--- config.mk ---
export PLATFORM = sky130hd
export DESIGN_NAME = bp_fe_bp_update_ctrl
export DESIGN_NICKNAME = d
export VERILOG_FILES = /design/src/rtl/bp_fe_bp_pkg.sv /design/src/rtl/bp_fe_bp_inflight_fifo.sv /design/src/rtl/bp_fe_bp_update_ctrl.sv
export SDC_FILE = /design/constraint.sdc
export NUM_CORES = 1
export LEC_CHECK = 0
export BUFFER_PORTS_ARGS = -buffer_cell sky130_fd_sc_hd__buf_2
export CORE_ASPECT_RATIO = 1.5
export CORE_UTILIZATION = 52
export DETAILED_ROUTE_END_ITERATION = 12
export PLACE_DENSITY = 0.82
export SLEW_MARGIN = 20
export SYNTH_ARGS = -nofsm -noshare
export SYNTH_HDL_FRONTEND = slang
export SYNTH_SLANG_ARGS = --single-unit
--- constraint.sdc ---
create_clock -name clk_i -period 2.7 [get_ports clk_i]
set_input_delay 0.27 -clock clk_i [delete_from_list [all_inputs] [get_ports clk_i]]
set_output_delay 0.27 -clock clk_i [all_outputs]
set_load 0.03 [all_outputs]
--- src/rtl/bp_fe_bp_pkg.sv ---
// Shared types and defaults for the gselect BHT update sequencer.
//   bp_bht_idx_width_gp  : BHT index width carried in each in-flight entry
//   bp_inflight_depth_gp : default number of in-flight branches
//   bp_inflight_entry_s  : {idx, pred} record kept per fetched branch
package bp_fe_bp_pkg;

  localparam int unsigned bp_bht_idx_width_gp = 10;
  localparam int unsigned bp_inflight_depth_gp = 8;

  typedef struct packed {
    logic [bp_bht_idx_width_gp-1:0] idx;
    logic                           pred;
  } bp_inflight_entry_s;

endpackage

--- src/rtl/bp_fe_bp_inflight_fifo.sv ---
// In-order queue of in-flight branches awaiting backend resolution.
//   clk_i, reset_i : clock, synchronous active-high reset
//   clear_i        : empty the queue (applied after any same-cycle pop)
//   push_i, data_i : enqueue an entry (caller must not push while full)
//   pop_i, data_o  : dequeue the head entry; data_o is the current head
//   full_o, empty_o: occupancy flags
module bp_fe_bp_inflight_fifo
  import bp_fe_bp_pkg::*;
#(
  parameter int unsigned depth_p = bp_inflight_depth_gp
) (
  input  logic               clk_i,
  input  logic               reset_i,
  input  logic               clear_i,
  input  logic               push_i,
  input  bp_inflight_entry_s data_i,
  input  logic               pop_i,
  output bp_inflight_entry_s data_o,
  output logic               full_o,
  output logic               empty_o
);

  localparam int unsigned ptr_w_lp = $clog2(depth_p);
  localparam int unsigned cnt_w_lp = ptr_w_lp + 1;
  localparam logic [cnt_w_lp-1:0] depth_lp = cnt_w_lp'(depth_p);

  bp_inflight_entry_s mem_r [depth_p];
  logic [ptr_w_lp-1:0] wptr_r, rptr_r;
  logic [cnt_w_lp-1:0] count_r;

  assign data_o  = mem_r[rptr_r];
  assign full_o  = (count_r == depth_lp);
  assign empty_o = (count_r == '0);

  // Storage needs no reset: an entry is only read after it has been pushed.
  always_ff @(posedge clk_i) begin
    if (push_i && !full_o) begin
      mem_r[wptr_r] <= data_i;
    end
  end

  // The head is consumed combinationally by the caller in the pop cycle, so
  // a clear in that same cycle can simply zero the state afterwards.
  always_ff @(posedge clk_i) begin
    if (reset_i || clear_i) begin
      wptr_r  <= '0;
      rptr_r  <= '0;
      count_r <= '0;
    end else begin
      if (push_i && !full_o) begin
        wptr_r <= wptr_r + ptr_w_lp'(1);
      end
      if (pop_i && !empty_o) begin
        rptr_r <= rptr_r + ptr_w_lp'(1);
      end
      unique case ({push_i && !full_o, pop_i && !empty_o})
        2'b10:   count_r <= count_r + cnt_w_lp'(1);
        2'b01:   count_r <= count_r - cnt_w_lp'(1);
        default: count_r <= count_r;
      endcase
    end
  end

endmodule

--- src/rtl/bp_fe_bp_update_ctrl.sv ---
// Sequences the gselect BHT between fetch and backend resolution.
// Fetched branches issue a BHT read and are queued in order with their
// predicted direction; when the backend resolves the oldest branch a
// registered BHT write is issued with correct = (pred == taken).
//   clk_i, reset_i                      : clock, synchronous active-high reset
//   fetch_v_i, fetch_idx_i              : fetched branch and its BHT index
//   fetch_ready_o, fetch_taken_o        : accept / predicted direction
//   bp_r_v_o, bp_idx_r_o, bp_predict_i  : predictor read port
//   resolve_v_i, resolve_taken_i        : oldest branch resolved, actual dir
//   resolve_ready_o                     : a branch is in flight
//   flush_i                             : squash all in-flight entries
//   bp_w_v_o, bp_idx_w_o, bp_correct_o  : registered predictor write port
//   resolved_cnt_o, mispred_cnt_o       : saturating statistics counters
module bp_fe_bp_update_ctrl
  import bp_fe_bp_pkg::*;
#(
  parameter int unsigned bht_idx_width_p = bp_bht_idx_width_gp,
  parameter int unsigned depth_p         = bp_inflight_depth_gp,
  parameter int unsigned ctr_width_p     = 16
) (
  input  logic                       clk_i,
  input  logic                       reset_i,

  input  logic                       fetch_v_i,
  input  logic [bht_idx_width_p-1:0] fetch_idx_i,
  output logic                       fetch_ready_o,
  output logic                       fetch_taken_o,

  output logic                       bp_r_v_o,
  output logic [bht_idx_width_p-1:0] bp_idx_r_o,
  input  logic                       bp_predict_i,

  input  logic                       resolve_v_i,
  input  logic                       resolve_taken_i,
  output logic                       resolve_ready_o,

  input  logic                       flush_i,

  output logic                       bp_w_v_o,
  output logic [bht_idx_width_p-1:0] bp_idx_w_o,
  output logic                       bp_correct_o,

  output logic [ctr_width_p-1:0]     resolved_cnt_o,
  output logic [ctr_width_p-1:0]     mispred_cnt_o
);

  bp_inflight_entry_s push_entry, head_entry;
  logic full, empty, push, pop, correct;

  assign bp_r_v_o      = fetch_v_i;
  assign bp_idx_r_o    = fetch_idx_i;
  assign fetch_taken_o = bp_predict_i;

  assign fetch_ready_o   = !full && !flush_i;
  assign resolve_ready_o = !empty;

  assign push = fetch_v_i && fetch_ready_o;
  assign pop  = resolve_v_i && resolve_ready_o;

  always_comb begin
    push_entry      = '0;
    push_entry.idx  = bp_bht_idx_width_gp'(fetch_idx_i);
    push_entry.pred = bp_predict_i;
  end

  assign correct = (head_entry.pred == resolve_taken_i);

  bp_fe_bp_inflight_fifo #(
    .depth_p(depth_p)
  ) inflight_fifo (
    .clk_i  (clk_i),
    .reset_i(reset_i),
    .clear_i(flush_i),
    .push_i (push),
    .data_i (push_entry),
    .pop_i  (pop),
    .data_o (head_entry),
    .full_o (full),
    .empty_o(empty)
  );

  always_ff @(posedge clk_i) begin
    if (reset_i) begin
      bp_w_v_o     <= 1'b0;
      bp_idx_w_o   <= '0;
      bp_correct_o <= 1'b0;
    end else begin
      bp_w_v_o <= pop;
      if (pop) begin
        bp_idx_w_o   <= head_entry.idx[bht_idx_width_p-1:0];
        bp_correct_o <= correct;
      end
    end
  end

  // Counters stick at all-ones rather than wrapping.
  always_ff @(posedge clk_i) begin
    if (reset_i) begin
      resolved_cnt_o <= '0;
      mispred_cnt_o  <= '0;
    end else if (pop) begin
      if (resolved_cnt_o != '1) begin
        resolved_cnt_o <= resolved_cnt_o + ctr_width_p'(1);
      end
      if (!correct && (mispred_cnt_o != '1)) begin
        mispred_cnt_o <= mispred_cnt_o + ctr_width_p'(1);
      end
    end
  end

endmodule

==> results of run 1 <==
-- final timing paths --
path,startpoint,end,slack (ns),cells after the start
worst max register to register,inflight_fifo.count_r[0]$_SDFFE_PP0P_,inflight_fifo.count_r[2]$_SDFFE_PP0P_,0.26,10
worst min register to register,inflight_fifo.wptr_r[0]$_SDFFE_PP0P_,inflight_fifo.wptr_r[0]$_SDFFE_PP0P_,0.51,2
worst max-delay path,inflight_fifo.count_r[0]$_SDFFE_PP0P_,inflight_fifo.count_r[2]$_SDFFE_PP0P_,0.26,10
worst min-delay path,fetch_idx_i[2],inflight_fifo.mem_r[5][3]$_DFFE_PP_,0.13,1
-- sequential cells by signal (all words and copies together), names as in the netlist, named ones only --
name,count
mispred_cnt_o,16
bp_correct_o,1
bp_idx_w_o,10
inflight_fifo.wptr_r,3
inflight_fifo.rptr_r,3
bp_w_v_o,1
inflight_fifo.count_r,4
resolved_cnt_o,16
inflight_fifo.mem_r,88
-- layout make-up --
cell class / instances / area [sq um]
inverters: 5 / 18.8
well taps: 150 / 188
fillers: 893 / 4340
flip-flops and latches: 145 / 3780
multi-input cells: 263 / 2150
clock inverters: 13 / 105
repair buffers: 91 / 498
clock buffers: 19 / 443
-- power by group --
part / total (mW) / internal (mW) / switching [mW]
combinational: 0.222 / 0.0695 / 0.152
clock: 2.14 / 1.21 / 0.924
sequential: 2.38 / 2.37 / 0.0132
total: 4.74 / 3.65 / 1.09
-- metrics by stage --
step / total power [mW] / utilization [%]
floorplan: 2.59 / -
global placement: 2.64 / 57.6
detailed placement: 2.65 / 57.6
CTS: 4.78 / 62.3
global route: 4.89 / 62.3
finish: 4.74 / 62.3
-- metal layers --
metal,up-vias,GRT usage [%]
li1,1875,-
met1,1918,22.8
met2,131,37.2
met3,26,4.79
met4,0,10.8
met5,-,0
-- worst max-delay path, cell delays in order (launching register included) --
cell and delay, ns:
dfxtp_1 0.50, nor3_1 0.12, a21oi_2 0.24, nand2_1 0.16, ha_2 0.23, xor2_1 0.15
ha_1 0.20, a21oi_1 0.21, xor2_1 0.11, or3_1 0.31, a21oi_1 0.14
-- synthesized netlist by cell type (all sizes together), types with 5 or more instances --
cell and number:
a211oi 12, mux2i 13, xor2 18, a21oi 22, nand2 17, nand3 11
nor2b 5, o31ai 11, clkbuf 13, or4 12, edfxtp 88, ha 7
nor3 7, mux4 22, nand4 8, buf 20, nand2b 5, inv 5
and3 6, nor2 43, dfxtp 57
-- cells by family after synthesis --
family / after synthesis
muxes: 38
AOI/OAI and AO/OA: 64
DFF: 145
buffers and inverters: 38
adders and majority gates: 7
and+or+nand+nor: 133
xor gates and xnor gates: 21
==> summary.md, run 1 <==
| Metric | Value |
|---|---|
| Status | complete, no violations |
| Worst skew pair latency | 0.41 ns |
| Met2 WL | 6470 um |
| Core area | 0.0115 sq mm |
| Syn_nets | 470 |
| Critical setup path kind | reg2reg |
| Final period util | 90.3% |
| Power Density | 660 mW/mm^2 |
| CP Capture Type | register |
| Clk buf depth | 2 |
| Final critical-path setup slack | 0.262 ns |
| Slew Viols, Final | 0 |
| FP Rows | 48 |
| Final hold vios | 0 |
| Vias | 3950 |
| Cts repair resizes | 0 |
| FFs w/ async S/R, synth | 0% |
| TritonCTS clock tree | done |
| Ant. Diodes | 0 |
| Maximum VDD drop | 0.526 mV |
| Die span in y | 135 um |
| Post-Place Setup Slack | 0.277 ns |
| Setup Buffers After CTS | 0 |
| Post-DP HPWL | 7770 um |
| Clock Pin Slew Worst Setup and Hold Paths | 0.06 ns |
| Post-Synthesis Cell Area | 0.00614 sq mm |
| Largest net degree at the start of global routing | 35 |
| P&R area growth vs syn | 17.1% |
| Total grt overflow | 0 |
| Cts bufs inserted | 17 |
| Tightest Hold Check Type | in2reg |
| Die ar. | 0.0122 sq mm |
| Fin Setup TNS | 0 ns |
| Avg Cell Area, Syn | 13.8 sq um |
| IO Port Bufs | 74 |
| CP max FO | 8 |
| Non-Filler Instances | 686 |
| Max Clock Skew | 0.00562 ns |
| Antenna Nets Post-Route | 0 |
| CP arrival | 2.78 ns |
| Io pins | 75 |
| Share of layout cells above drive strength 1 | 29.1% |
| Startpoint Class | register |
| Placed cells | 654 |
| Top cell type's share of synthesized area | 43.1% |
| Top sig layer | met4 |
| LEAKAGE | 2.54 nW |
| Vias per inst | 5.76 |
| # H-tree levels | 4 |
| Simple-Gate Fraction of Synth Area | 11.6% |
| Initial antenna violation count | 0 |
| Compound-cell area share of the yosys netlist | 7.36% |
| Fmax | 0.410 GHz |
| Synth top area cells | edfxtp_1 (43%), dfxtp_1 (19%), mux4_2 (7.3%), nor2_1 (2.6%), xor2_1 (2.4%) |
| Met3 Routed Length | 606 um |
| Tmin final | 2.44 ns |
| Post-DP Area | 0.00664 sq mm |
| Largest family of logic cells by synthesized area | simple AND/OR/NAND/NOR gates |
| WL/cell | 17.5 um |
| Post-CTS Hold Buffers | 0 |
| Post-synthesis xor/xnor area fraction | 3.30% |
| Global-route wire length before repair | 19300 um |
| Hold Slack | 0.129 ns |
| Slew headroom | 58.7% |
| Biggest area consumer among synthesized cells | edfxtp_1 |
| Cell area after layout | 0.00719 sq mm |
| WL met1 | 4610 um |
| Num Clock Sinks | 145 |
| # DRC | 0 |
| GRT Util Overall | 20.8% |
| Die W | 90.7 um |
| Placer congestion estimate | 0.782 |
| Vias in the first global route | 3952 |
| Fin nets | 547 |
| CTS root buf | clkbuf_16 |
| Max-cap violations | 0 |
| Sequential share of the synthesized area | 61.7% |
| Endpoints failing setup | 0 |
| Most frequent cells in the layout | edfxtp_1 (88), buf_2 (74), dfxtp_1 (57) |
| Starting Density | 53.2% |
| WP data required | 3.04 ns |
| Ys flop type | edfxtp_1 |
| Drt pass-1 iters | 4 |
| Iter 0 DRT Violations | 165 |
| Slew @ Worst Pin | 0.618 ns |
| Commonest non-fill, non-tap cell in the layout | edfxtp_1 |
| Synth warn | 0 |
| Number of flops mapped to enable cells by yosys | 88 |
| Multiplexer share of the synthesized area | 11.2% |
| Unrepaired setup endpoints after global routing | false |
| Synth unique cells | 55 |
| Register bit total from synthesis | 145 |
| Routed WL | 12000 um |
| Synth Area in Adders | 1.43% |
| Synth Instances | 446 |
Note: power is estimated with default switching activity, not from simulation.
==> inputs of run 2 (changes only) <==
--- a/config.mk
+++ b/config.mk
@@ -6,8 +6,10 @@
 export NUM_CORES = 1
 export LEC_CHECK = 0
 export BUFFER_PORTS_ARGS = -buffer_cell sky130_fd_sc_hd__buf_2
+export CELL_PAD_IN_SITES_DETAIL_PLACEMENT = 1
+export CELL_PAD_IN_SITES_GLOBAL_PLACEMENT = 2
 export CORE_ASPECT_RATIO = 1.5
-export CORE_UTILIZATION = 52
+export CORE_UTILIZATION = 36
 export DETAILED_ROUTE_END_ITERATION = 12
 export PLACE_DENSITY = 0.82
 export SLEW_MARGIN = 20
==> run 2 against run 1 <==
Compared with the run above: global-route usage is 3.5 points lower; clock power is 7% higher; total power is 3.4% higher; count of clock-buffer cells in the layout is 2 lower; setup slack better by 0.047 ns; non-clock buffer count stayed put; critical path type unchanged; critical endpoint is now mispred_cnt_o[6]$_SDFFE_PP0P_; highest routed layer unchanged.
==> summary.md, run 2 (synthesis gave the netlist of run 1 again) <==
| Metric | Value |
|---|---|
| Status | complete, no violations |
| Starting Density | 36.8% (-16 points) |
| Slew @ Worst Pin | 0.647 ns (+0.0294 ns) |
| Vias per inst | 5.32 (-7.5%) |
| Critical path's largest stage delay | 0.62 ns (+0.12 ns) |
| Clk buf depth | 2 (unchanged) |
| Die span in y | 162 um (+20%) |
| CTS root buf | clkbuf_16 |
| Core area | 0.0167 sq mm (+45%) |
| Final hold vios | 0 (unchanged) |
| Num Clock Sinks | 145 (unchanged) |
| Startpoint Class | register |
| Final period util | 88.6% (-1.7 points) |
| Cts repair resizes | 0 (unchanged) |
| TritonCTS clock tree | done |
| Switch share | 23.9% (+0.91 points) |
| CP max FO | 27 (+19) |
| Clock Pin Slew Worst Setup and Hold Paths | 0.07 ns (about the same) |
| Max Clock Skew | 0.00925 ns (+0.00364 ns) |
| Largest Register | inflight_fifo.mem_r |
| Gate power share | 4.7% (about the same) |
| LEAKAGE | 2.57 nW (+0.93%) |
| Initial antenna violation count | 0 (unchanged) |
| Biggest regs | inflight_fifo.mem_r: 88 flops, mispred_cnt_o: 16 flops, resolved_cnt_o: 16 flops |
| IO Port Bufs | 74 (unchanged) |
| Routed WL | 14100 um (+17%) |
| Placed cells | 714 (+9.2%) |
| Total grt overflow | 0 (unchanged) |
| P&R area growth vs syn | 18.7% |
| Drt pass-1 iters | 4 (unchanged) |
| Worst path top cell family by delay | multiplexers |
| Power Density | 673 mW/mm^2 (+2.0%) |
| Worst skew pair latency | 0.42 ns (about the same) |
| # DRC | 0 (unchanged) |
| Die W | 109 um (+20%) |
| Vias | 3972 (+0.56%) |
| Max-cap violations | 0 (unchanged) |
| Clk pwr share | 46.8% (+1.7 points) |
| WL/cell | 18.8 um (+7.8%) |
| Unrepaired setup endpoints after global routing | false |
| Fin nets | 547 (unchanged) |
| Vias in the first global route | 4253 (+7.6%) |
| Buf/Inv on CP | 0 (unchanged) |
| Die ar. | 0.0176 sq mm (+44%) |
| Post-DP Area | 0.00671 sq mm (+1.1%) |
| Antenna Nets Post-Route | 0 (unchanged) |
| Cts bufs inserted | 17 (unchanged) |
| Worst-path cell chain | mux4_1 > mux2i_4 > xor2_4 > nor4_2 > mux2_4 |
| Tmin final | 2.39 ns (-0.0469 ns) |
| Psw | 1.17 mW (+7.5%) |
| Fmax | 0.418 GHz (+2.0%) |
| Tightest Hold Check Type | in2reg |
| FP Rows | 58 (+21%) |
| Io pins | 75 (unchanged) |
| Critical setup path kind | reg2reg |
| WP data required | 3.01 ns (-0.03 ns) |
| Placer congestion estimate | 0.751 (-4.0%) |
| Global-route wire length before repair | 22600 um (+17%) |
| Slew headroom | 56.8% (-2.0 points) |
| Iter 0 DRT Violations | 114 (-31%) |
| Largest register FFs | 88 (unchanged) |
| Share of layout cells above drive strength 1 | 29.1% (unchanged) |
| # H-tree levels | 4 (unchanged) |
| Hold Slack | 0.122 ns (-0.00630 ns) |
| Setup Buffers After CTS | 0 (unchanged) |
| Non-Filler Instances | 746 (+8.7%) |
| Ant. Diodes | 0 (unchanged) |
| CP arrival | 2.70 ns (-0.08 ns) |
| Slew Viols, Final | 0 (unchanged) |
| Highest-delay cell along the critical path | mux4_1 |
| Reg power frac | 48.5% (-1.7 points) |
| Internal | 3.73 mW (+2.2%) |
| Endpoints failing setup | 0 (unchanged) |
| GRT Util Overall | 17.2% (-3.5 points) |
| Cell area after layout | 0.00729 sq mm (+1.4%) |
| Hold_sp | fetch_idx_i[4] |
| Post-DP HPWL | 9140 um (+18%) |
| Post-CTS Hold Buffers | 0 (unchanged) |
| Fin Setup TNS | 0 ns (unchanged) |
| Most frequent cells in the layout | edfxtp_1 (88), buf_2 (74), dfxtp_1 (57) |
| Largest net degree at the start of global routing | 35 (unchanged) |
| Commonest non-fill, non-tap cell in the layout | edfxtp_1 |
| CP Capture Type | register |
| Maximum VDD drop | 0.453 mV (-14%) |
-- run 2: final cells by class --
type                    count  area (sq um)
clock buffers              17           425
clock inverters            15           148
fillers                  1752          9400
inverters                   5          18.8
multi-input cells         263          2150
flip-flops and latches    145          3780
well taps                 210           263
repair buffers             91           498
-- run 2: worst paths after layout --
| kind | endpoint | slack (ns) | depth (start not counted) |
|---|---|---|---|
| setup / recovery | mispred_cnt_o[6]$_SDFFE_PP0P_ | 0.31 | 5 |
| hold / removal | inflight_fifo.mem_r[1][5]$_DFFE_PP_ | 0.12 | 1 |
| setup reg to reg | mispred_cnt_o[6]$_SDFFE_PP0P_ | 0.31 | 5 |
| hold reg to reg | inflight_fifo.wptr_r[0]$_SDFFE_PP0P_ | 0.50 | 2 |
-- run 2: routing by layer --
| layer | up-vias | part of all wire (%) | track usage (%) |
|---|---|---|---|
| met5 | - | 0 | 0 |
| met1 | 2020 | 39 | 19.1 |
| li1 | 1860 | - | - |
| met4 | 0 | 1.8 | 6.76 |
| met2 | 74 | 56 | 31.8 |
| met3 | 18 | 3.1 | 3.25 |
-- run 2: power groups by stage --
stage	Sequential, mW	Clock (mW)	Combinational, mW
6_report	2.38	2.29	0.229
4_1_cts	2.38	2.35	0.233
3_5_place_dp	2.43	0	0.232
2_1_floorplan	2.44	0	0.148
5_1_grt	2.38	2.41	0.248
3_3_place_gp	2.43	0	0.223
-- run 2: stage by stage --
stage | setup WS (ns) | util [%] | power (mW)
6_report | 0.309 | 43.7 | 4.90
5_1_grt | 0.0789 | 43.7 | 5.04
4_1_cts | 0.287 | 43.7 | 4.96
3_5_place_dp | 0.285 | 40.2 | 2.66
3_3_place_gp | 0.371 | 40.2 | 2.65
2_1_floorplan | 0.0101 | - | 2.59
-- run 2: worst reg2reg max path, cell delays in order, from the launching register on --
cell and delay [ns]:
dfxtp_1 0.37, mux4_1 0.62, mux2i_4 0.28, xor2_4 0.56
nor4_2 0.14, mux2_4 0.32
